===== src/rtl/seq_mult_div_pkg.sv =====
// Shared constants for the iterative signed multiply/divide unit:
// default operand width, operation encodings and FSM state codes.
package seq_mult_div_pkg;

  localparam int WIDTH_DEFAULT = 32;

  // Operation select on the op port
  localparam logic OP_MULT = 1'b0;
  localparam logic OP_DIV  = 1'b1;

  // FSM state codes
  localparam logic [2:0] ST_IDLE = 3'd0;
  localparam logic [2:0] ST_MULT = 3'd1;
  localparam logic [2:0] ST_DIV  = 3'd2;
  localparam logic [2:0] ST_FIX  = 3'd3;
  localparam logic [2:0] ST_DONE = 3'd4;

endpackage


===== src/rtl/seq_mult_div_booth_step.sv =====
// One radix-2 Booth iteration: conditional add/subtract of the
// multiplicand into the accumulator, then an arithmetic right shift of
// the combined {acc, q, q_m1} register.
module booth_step
  import seq_mult_div_pkg::*;
#(
  parameter int WIDTH = WIDTH_DEFAULT
) (
  input  logic [WIDTH-1:0] acc,
  input  logic [WIDTH-1:0] q,
  input  logic             q_m1,
  input  logic [WIDTH-1:0] b,
  output logic [WIDTH-1:0] acc_next,
  output logic [WIDTH-1:0] q_next,
  output logic             q_m1_next
);

  logic [WIDTH:0] acc_ext;
  logic [WIDTH:0] b_ext;
  logic [WIDTH:0] sum;

  // The sum is one bit wider than acc so that subtracting the most
  // negative multiplicand cannot wrap before the shift brings it back.
  always_comb begin
    acc_ext = {acc[WIDTH-1], acc};
    b_ext   = {b[WIDTH-1], b};
    case ({q[0], q_m1})
      2'b01:   sum = acc_ext + b_ext;
      2'b10:   sum = acc_ext - b_ext;
      default: sum = acc_ext;
    endcase
    acc_next  = sum[WIDTH:1];
    q_next    = {sum[0], q[WIDTH-1:1]};
    q_m1_next = q[0];
  end

endmodule


===== src/rtl/seq_mult_div.sv =====
// Iterative signed multiply (radix-2 Booth) and divide (restoring on
// magnitudes plus a sign-fix cycle) producing HI/LO for the datapath.
module seq_mult_div
  import seq_mult_div_pkg::*;
#(
  parameter  int WIDTH = WIDTH_DEFAULT,
  localparam int CNT_W = $clog2(WIDTH) + 1
) (
  input  logic             clk,
  input  logic             reset,
  input  logic             start,
  input  logic             op,
  input  logic [WIDTH-1:0] a,
  input  logic [WIDTH-1:0] b,
  output logic             busy,
  output logic             done,
  output logic [WIDTH-1:0] hi,
  output logic [WIDTH-1:0] lo,
  output logic             div_zero
);

  logic [2:0]       state;
  logic [CNT_W-1:0] counter;
  logic [WIDTH-1:0] acc;
  logic [WIDTH-1:0] q;
  logic             q_m1;
  logic [WIDTH-1:0] b_reg;
  logic             sign_a;
  logic             sign_b;
  logic             dz_flag;
  logic [WIDTH-1:0] hi_reg;
  logic [WIDTH-1:0] lo_reg;

  logic [WIDTH-1:0] booth_acc;
  logic [WIDTH-1:0] booth_q;
  logic             booth_q_m1;

  logic [WIDTH-1:0] a_mag;
  logic [WIDTH-1:0] b_mag;
  logic [WIDTH:0]   div_shift;
  logic [WIDTH:0]   div_trial;
  logic [WIDTH-1:0] rem_next;
  logic [WIDTH-1:0] quot_next;
  logic             accept;

  booth_step #(.WIDTH(WIDTH)) u_booth_step (
    .acc       (acc),
    .q         (q),
    .q_m1      (q_m1),
    .b         (b_reg),
    .acc_next  (booth_acc),
    .q_next    (booth_q),
    .q_m1_next (booth_q_m1)
  );

  // Operand magnitudes for divide; the most negative value maps onto
  // itself, which read as unsigned is exactly its magnitude.
  always_comb begin
    a_mag  = a[WIDTH-1] ? (~a + 1'b1) : a;
    b_mag  = b[WIDTH-1] ? (~b + 1'b1) : b;
    accept = start && ((state == ST_IDLE) || (state == ST_DONE));
  end

  // One restoring divide step: shift the next dividend bit into the
  // remainder, trial-subtract the divisor, keep the old remainder if
  // the trial went negative.
  always_comb begin
    div_shift = {acc, q[WIDTH-1]};
    div_trial = div_shift - {1'b0, b_reg};
    rem_next  = div_trial[WIDTH] ? div_shift[WIDTH-1:0] : div_trial[WIDTH-1:0];
    quot_next = {q[WIDTH-2:0], ~div_trial[WIDTH]};
  end

  // Main FSM and datapath registers; acc/q are shared between the
  // Booth product and the remainder/quotient of the divide.
  always_ff @(posedge clk) begin
    if (reset) begin
      state   <= ST_IDLE;
      counter <= '0;
      acc     <= '0;
      q       <= '0;
      q_m1    <= 1'b0;
      b_reg   <= '0;
      sign_a  <= 1'b0;
      sign_b  <= 1'b0;
      dz_flag <= 1'b0;
      hi_reg  <= '0;
      lo_reg  <= '0;
    end else begin
      case (state)
        ST_IDLE, ST_DONE: begin
          dz_flag <= 1'b0;
          state   <= ST_IDLE;
          if (accept) begin
            acc     <= '0;
            q_m1    <= 1'b0;
            counter <= CNT_W'(WIDTH - 1);
            if (op == OP_DIV) begin
              sign_a <= a[WIDTH-1];
              sign_b <= b[WIDTH-1];
              q      <= a_mag;
              b_reg  <= b_mag;
              if (b == '0) begin
                state   <= ST_DONE;
                dz_flag <= 1'b1;
              end else begin
                state <= ST_DIV;
              end
            end else begin
              q     <= a;
              b_reg <= b;
              state <= ST_MULT;
            end
          end
        end
        ST_MULT: begin
          acc  <= booth_acc;
          q    <= booth_q;
          q_m1 <= booth_q_m1;
          if (counter == '0) begin
            hi_reg <= booth_acc;
            lo_reg <= booth_q;
            state  <= ST_DONE;
          end else begin
            counter <= counter - 1'b1;
          end
        end
        ST_DIV: begin
          acc <= rem_next;
          q   <= quot_next;
          if (counter == '0) begin
            state <= ST_FIX;
          end else begin
            counter <= counter - 1'b1;
          end
        end
        ST_FIX: begin
          lo_reg <= (sign_a ^ sign_b) ? (~q + 1'b1) : q;
          hi_reg <= sign_a ? (~acc + 1'b1) : acc;
          state  <= ST_DONE;
        end
        default: begin
          state <= ST_IDLE;
        end
      endcase
    end
  end

  // Status outputs decode directly from the state register
  always_comb begin
    busy     = (state == ST_MULT) || (state == ST_DIV) || (state == ST_FIX);
    done     = (state == ST_DONE);
    div_zero = (state == ST_DONE) && dz_flag;
    hi       = hi_reg;
    lo       = lo_reg;
  end

endmodule


===== config.mk =====
export PLATFORM = sky130hd
export DESIGN_NAME = seq_mult_div
export DESIGN_NICKNAME = d
export VERILOG_FILES = /design/src/rtl/seq_mult_div_pkg.sv /design/src/rtl/seq_mult_div_booth_step.sv /design/src/rtl/seq_mult_div.sv
export SDC_FILE = /design/constraint.sdc
export NUM_CORES = 1
export LEC_CHECK = 0
export CORE_AREA = 2 2 227 229
export CTS_CLUSTER_SIZE = 20
export DETAILED_ROUTE_END_ITERATION = 10
export DIE_AREA = 0 0 229 231
export GPL_TIMING_DRIVEN = 0
export PLACE_DENSITY = 0.59
export SLEW_MARGIN = 20
export SYNTH_ARGS = -nofsm -noshare
export SYNTH_HDL_FRONTEND = slang
export SYNTH_HIERARCHICAL = 1
export SYNTH_SLANG_ARGS = --single-unit

===== constraint.sdc =====
create_clock -name clk -period 5.95 [get_ports clk]
set_input_delay 1.19 -clock clk [delete_from_list [all_inputs] [get_ports clk]]
set_output_delay 1.19 -clock clk [all_outputs]
set_load 0.01 [all_outputs]

==> run metrics <==
DRT Pass-1 Iters=6; final worst-path cycle share=about 96%; Core Rows=83; reg2reg path depth=18; die height=between 200 and 250 um; final instance area=17800 sq um; leakage=6.46 nW; final slew viol count=0; via count of the first global-routing pass=15472; initial drt markers=1571; Synth Area in Simple Gates=22.2%; Reg2Reg Setup Slack=0.24 ns; CTS clk-pin slew, worst paths=~0.080 ns; max_cap viols=0; hold slack=about 0.46 ns; worst hold path class=reg2reg; DR WL/cell=20.0 um; largest family of logic cells by synthesized area=compound AO/OA/AOI/OAI gates; ys flop type=dfxtp_1; Syn Area/Cell=7.16 sq um; Post-Route WL=59.0 mm; R2R Path Start=q[0]; largest net degree at the start of global routing=18; Max Freq=~0.18 GHz; post-DP HPWL=46.5 mm; post-route ant nets=0; fraction of synthesized cell area in xor and xnor cells=11.8%; die outline area=52900 sq um; I/O Pins=about 140; Worst EP required=6.35 ns; Post-DP Area=about 17000 sq um; Longest Clk Path Bufs=2; critical path endpoint category=flop; CP Class=reg2reg; area grow syn2layout=18.7%; worst-path fanout max=10; Synth Warn #=6; Post-Syn Area=15000 sq um; H-tree level count=4; Layout Nets=2391; core area=50700 sq um; VDD IR-drop max=0.204 mV; Global Route Usage Sum=21.9%; crit path time final=5.71 ns; final number of setup-violating endpoints=0; die width=229 um; post-DR vias/cell=5.51; worst skew pair latency=0.48 ns; post-synthesis adder-cell area fraction=under 10%; Cell variety after synth=75; startpoint class of the critical path=flop; layout cells sized above 1=5.26%; Final Hold Viols=0; initial core utilization=slightly below 30%; first-pass GRT wire length=90.3 mm; Setup crit end=acc[23]; Setup Buffers After CTS=0; Num CTS Buffers=17; number of flops mapped to enable cells by yosys=0; compound-gate portion of the synthesized area=between 20 and 30%; Remaining DRCs=0; asr flop ratio synth=0%; unrepaired setup endpoints after global routing=false; CTS sink count=173; PD cells=approximately 280 nW/um^2; clk_skew=0.0136 ns; TritonCTS clock tree=built; Yosys reg bits=roughly 170; IO Port Bufs=134; remaining global-route overflow=0; worst slew pin tran=between 1 and 1.5 ns; pre-CTS setup slack=-0.158 ns; sequential share of the synthesized area=23.1%; status=complete, no violations; Slew HR=20.1%; Critical path origin=q[0]; Gate Count Post-Synth=2096; Vias=approximately 16000; Synthesized Nets=2238; initial antenna violation count=1; Clk Tree Root Cell=clkbuf_16; reg2reg end=acc[23]; multiplexer share of the synthesized area=2.10%; crit path DAT=6.11 ns; fillers=5482; final worst slack=between 0.2 and 0.25 ns; GPL Wtd Cong=0.978
==> layout by cell type (no fill, tap or decap), types with 14 or more instances in the layout <==
| cell | Yosys | final |
|---|---|---|
| a211oi_1 | 95 | 95 |
| a21o_1 | 26 | 26 |
| a21oi_1 | 235 | 235 |
| a221oi_1 | 37 | 37 |
| a22oi_1 | 24 | 24 |
| a31oi_1 | 25 | 25 |
| and2_1 | 16 | 16 |
| buf_1 | 19 | 19 |
| buf_4 | 32 | 32 |
| clkbuf_1 | 111 | 110 |
| clkbuf_16 | 0 | 17 |
| clkdlybuf4s50_1 | 0 | 134 |
| dfxtp_1 | 173 | 173 |
| ha_1 | 72 | 72 |
| inv_1 | 78 | 78 |
| mux2_2 | 20 | 20 |
| nand2_1 | 173 | 173 |
| nand2b_1 | 14 | 14 |
| nand3_1 | 25 | 25 |
| nor2_1 | 314 | 314 |
| nor3_1 | 72 | 72 |
| o211ai_1 | 15 | 15 |
| o21a_1 | 14 | 14 |
| o21ai_0 | 89 | 86 |
| o31ai_1 | 23 | 23 |
| or4_1 | 14 | 14 |
| xnor2_1 | 117 | 117 |
| xor2_1 | 85 | 85 |
==> cells in the mapped netlist (all sizes together), types with 3 or more instances <==
master | n | area (sq um)
a31oi | 25 | 156
and2 | 16 | 100
buf | 52 | 323
nor2 | 314 | 1180
ha | 72 | 901
nor3 | 73 | 377
nand3b | 5 | 37.5
nand2 | 173 | 649
a31o | 3 | 26.3
and3 | 11 | 70.1
a311oi | 11 | 96.3
inv | 78 | 293
or3 | 13 | 83.8
dfxtp | 173 | 3460
a211oi | 96 | 726
or2 | 8 | 50.1
o41ai | 9 | 78.8
o21bai | 9 | 67.6
o31ai | 23 | 173
a22oi | 24 | 180
or4 | 19 | 161
o22ai | 9 | 56.3
nand2b | 14 | 87.6
nor4 | 15 | 115
nor2b | 13 | 81.3
nand4 | 14 | 93.8
o21a | 14 | 105
a41oi | 3 | 26.3
mux2i | 9 | 90.1
clkbuf | 111 | 417
o211ai | 16 | 125
a21oi | 237 | 1190
a21o | 26 | 195
o21ai | 90 | 450
nand3 | 25 | 125
xnor2 | 117 | 1020
xor2 | 85 | 744
a21boi | 3 | 22.5
a221oi | 37 | 324
mux2 | 20 | 225
nor3b | 4 | 30.0
==> repair_timing <==
action | in CTS | in global routing
endpoints found under the setup margin | 5 | 10
hold endpoints to repair | 0 | 0
gates resized for setup | 2 | 3
gates cloned | 0 | 0
hold buffers | 0 | 0
==> how the worst min path moves through the flow <==
stage | cells past startpoint | endpoint | slack (ns) | startpoint
detailed placement | 2 | lo[1] | 0.46 | lo[1]
finish | 2 | lo[1] | 0.46 | lo[1]
floorplan | 2 | q_m1 | 0.47 | q_m1
global route | 2 | lo[1] | 0.51 | lo[1]
global placement | 2 | lo[1] | 0.45 | lo[1]
CTS | 2 | lo[1] | 0.47 | lo[1]
==> where the power goes <==
group          internal, mW  total (mW)  switching [mW]  leakage (nW)
Sequential             1.26        1.43           0.173          1.41
Combinational         0.892        2.34            1.45          4.77
Clock                 0.605        1.19           0.584         0.282
Total                  2.76        4.97            2.21          6.46
==> cell families after synthesis <==
kind of cell | count (synthesis)
adder cells (fa/ha/maj) | 74
flip-flops | 173
XOR/XNOR | 202
AND/OR/NAND/NOR | 726
AO/OA/AOI/OAI | 650
multiplexers | 29
buffers and inverters | 242
==> worst max-delay path, cell delays in order, from the launching register on <==
cell,delay [ns]
dfxtp_1,0.55
ha_1,0.39
clkbuf_1,0.47
clkbuf_2,0.38
mux2i_1,0.43
fa_1,0.33
a211oi_1,0.10
o21ai_1,0.33
nand3_1,0.25
a311oi_2,0.48
nor3_1,0.19
o22ai_1,0.32
nor2_1,0.11
xor2_1,0.18
o21ai_0,0.50
a22oi_1,0.21
o21ai_0,0.14
a21oi_1,0.06
nor3_1,0.18
==> final cells by class <==
type                    count  area, sq um  area share, %
multi-input cells        1681        10500           59.1
flip-flops and latches    173         3460           19.4
clock buffers              18          439           2.47
inverters                  79          297           1.66
diodes                      1         2.50         0.0140
plain buffers             163          741           4.16
well taps                 680          851           4.78
repair buffers            134         1340           7.53
clock inverters            14          155          0.871
==> metrics by stage <==
step	std cells	utilization [%]	setup TNS, ns	power (mW)
floorplan	2096	-	0	3.03
global placement	2910	33.9	-0.307	3.72
detailed placement	2910	33.9	-0.301	3.74
CTS	2942	35.1	0	4.92
global route	2943	35.1	0	5.25
finish	2943	35.1	0	4.97
==> metal layers <==
| metal | up-vias | track usage (%) | wire, um |
|---|---|---|---|
| met5 | - | 0 | 0 |
| met3 | 106 | 2.62 | 3520 |
| met4 | 0 | 10.2 | 2530 |
| met2 | 593 | 35.5 | 26700 |
| li1 | 7802 | - | - |
| met1 | 7702 | 29.0 | 26200 |
(Power assumes the default switching activity.)
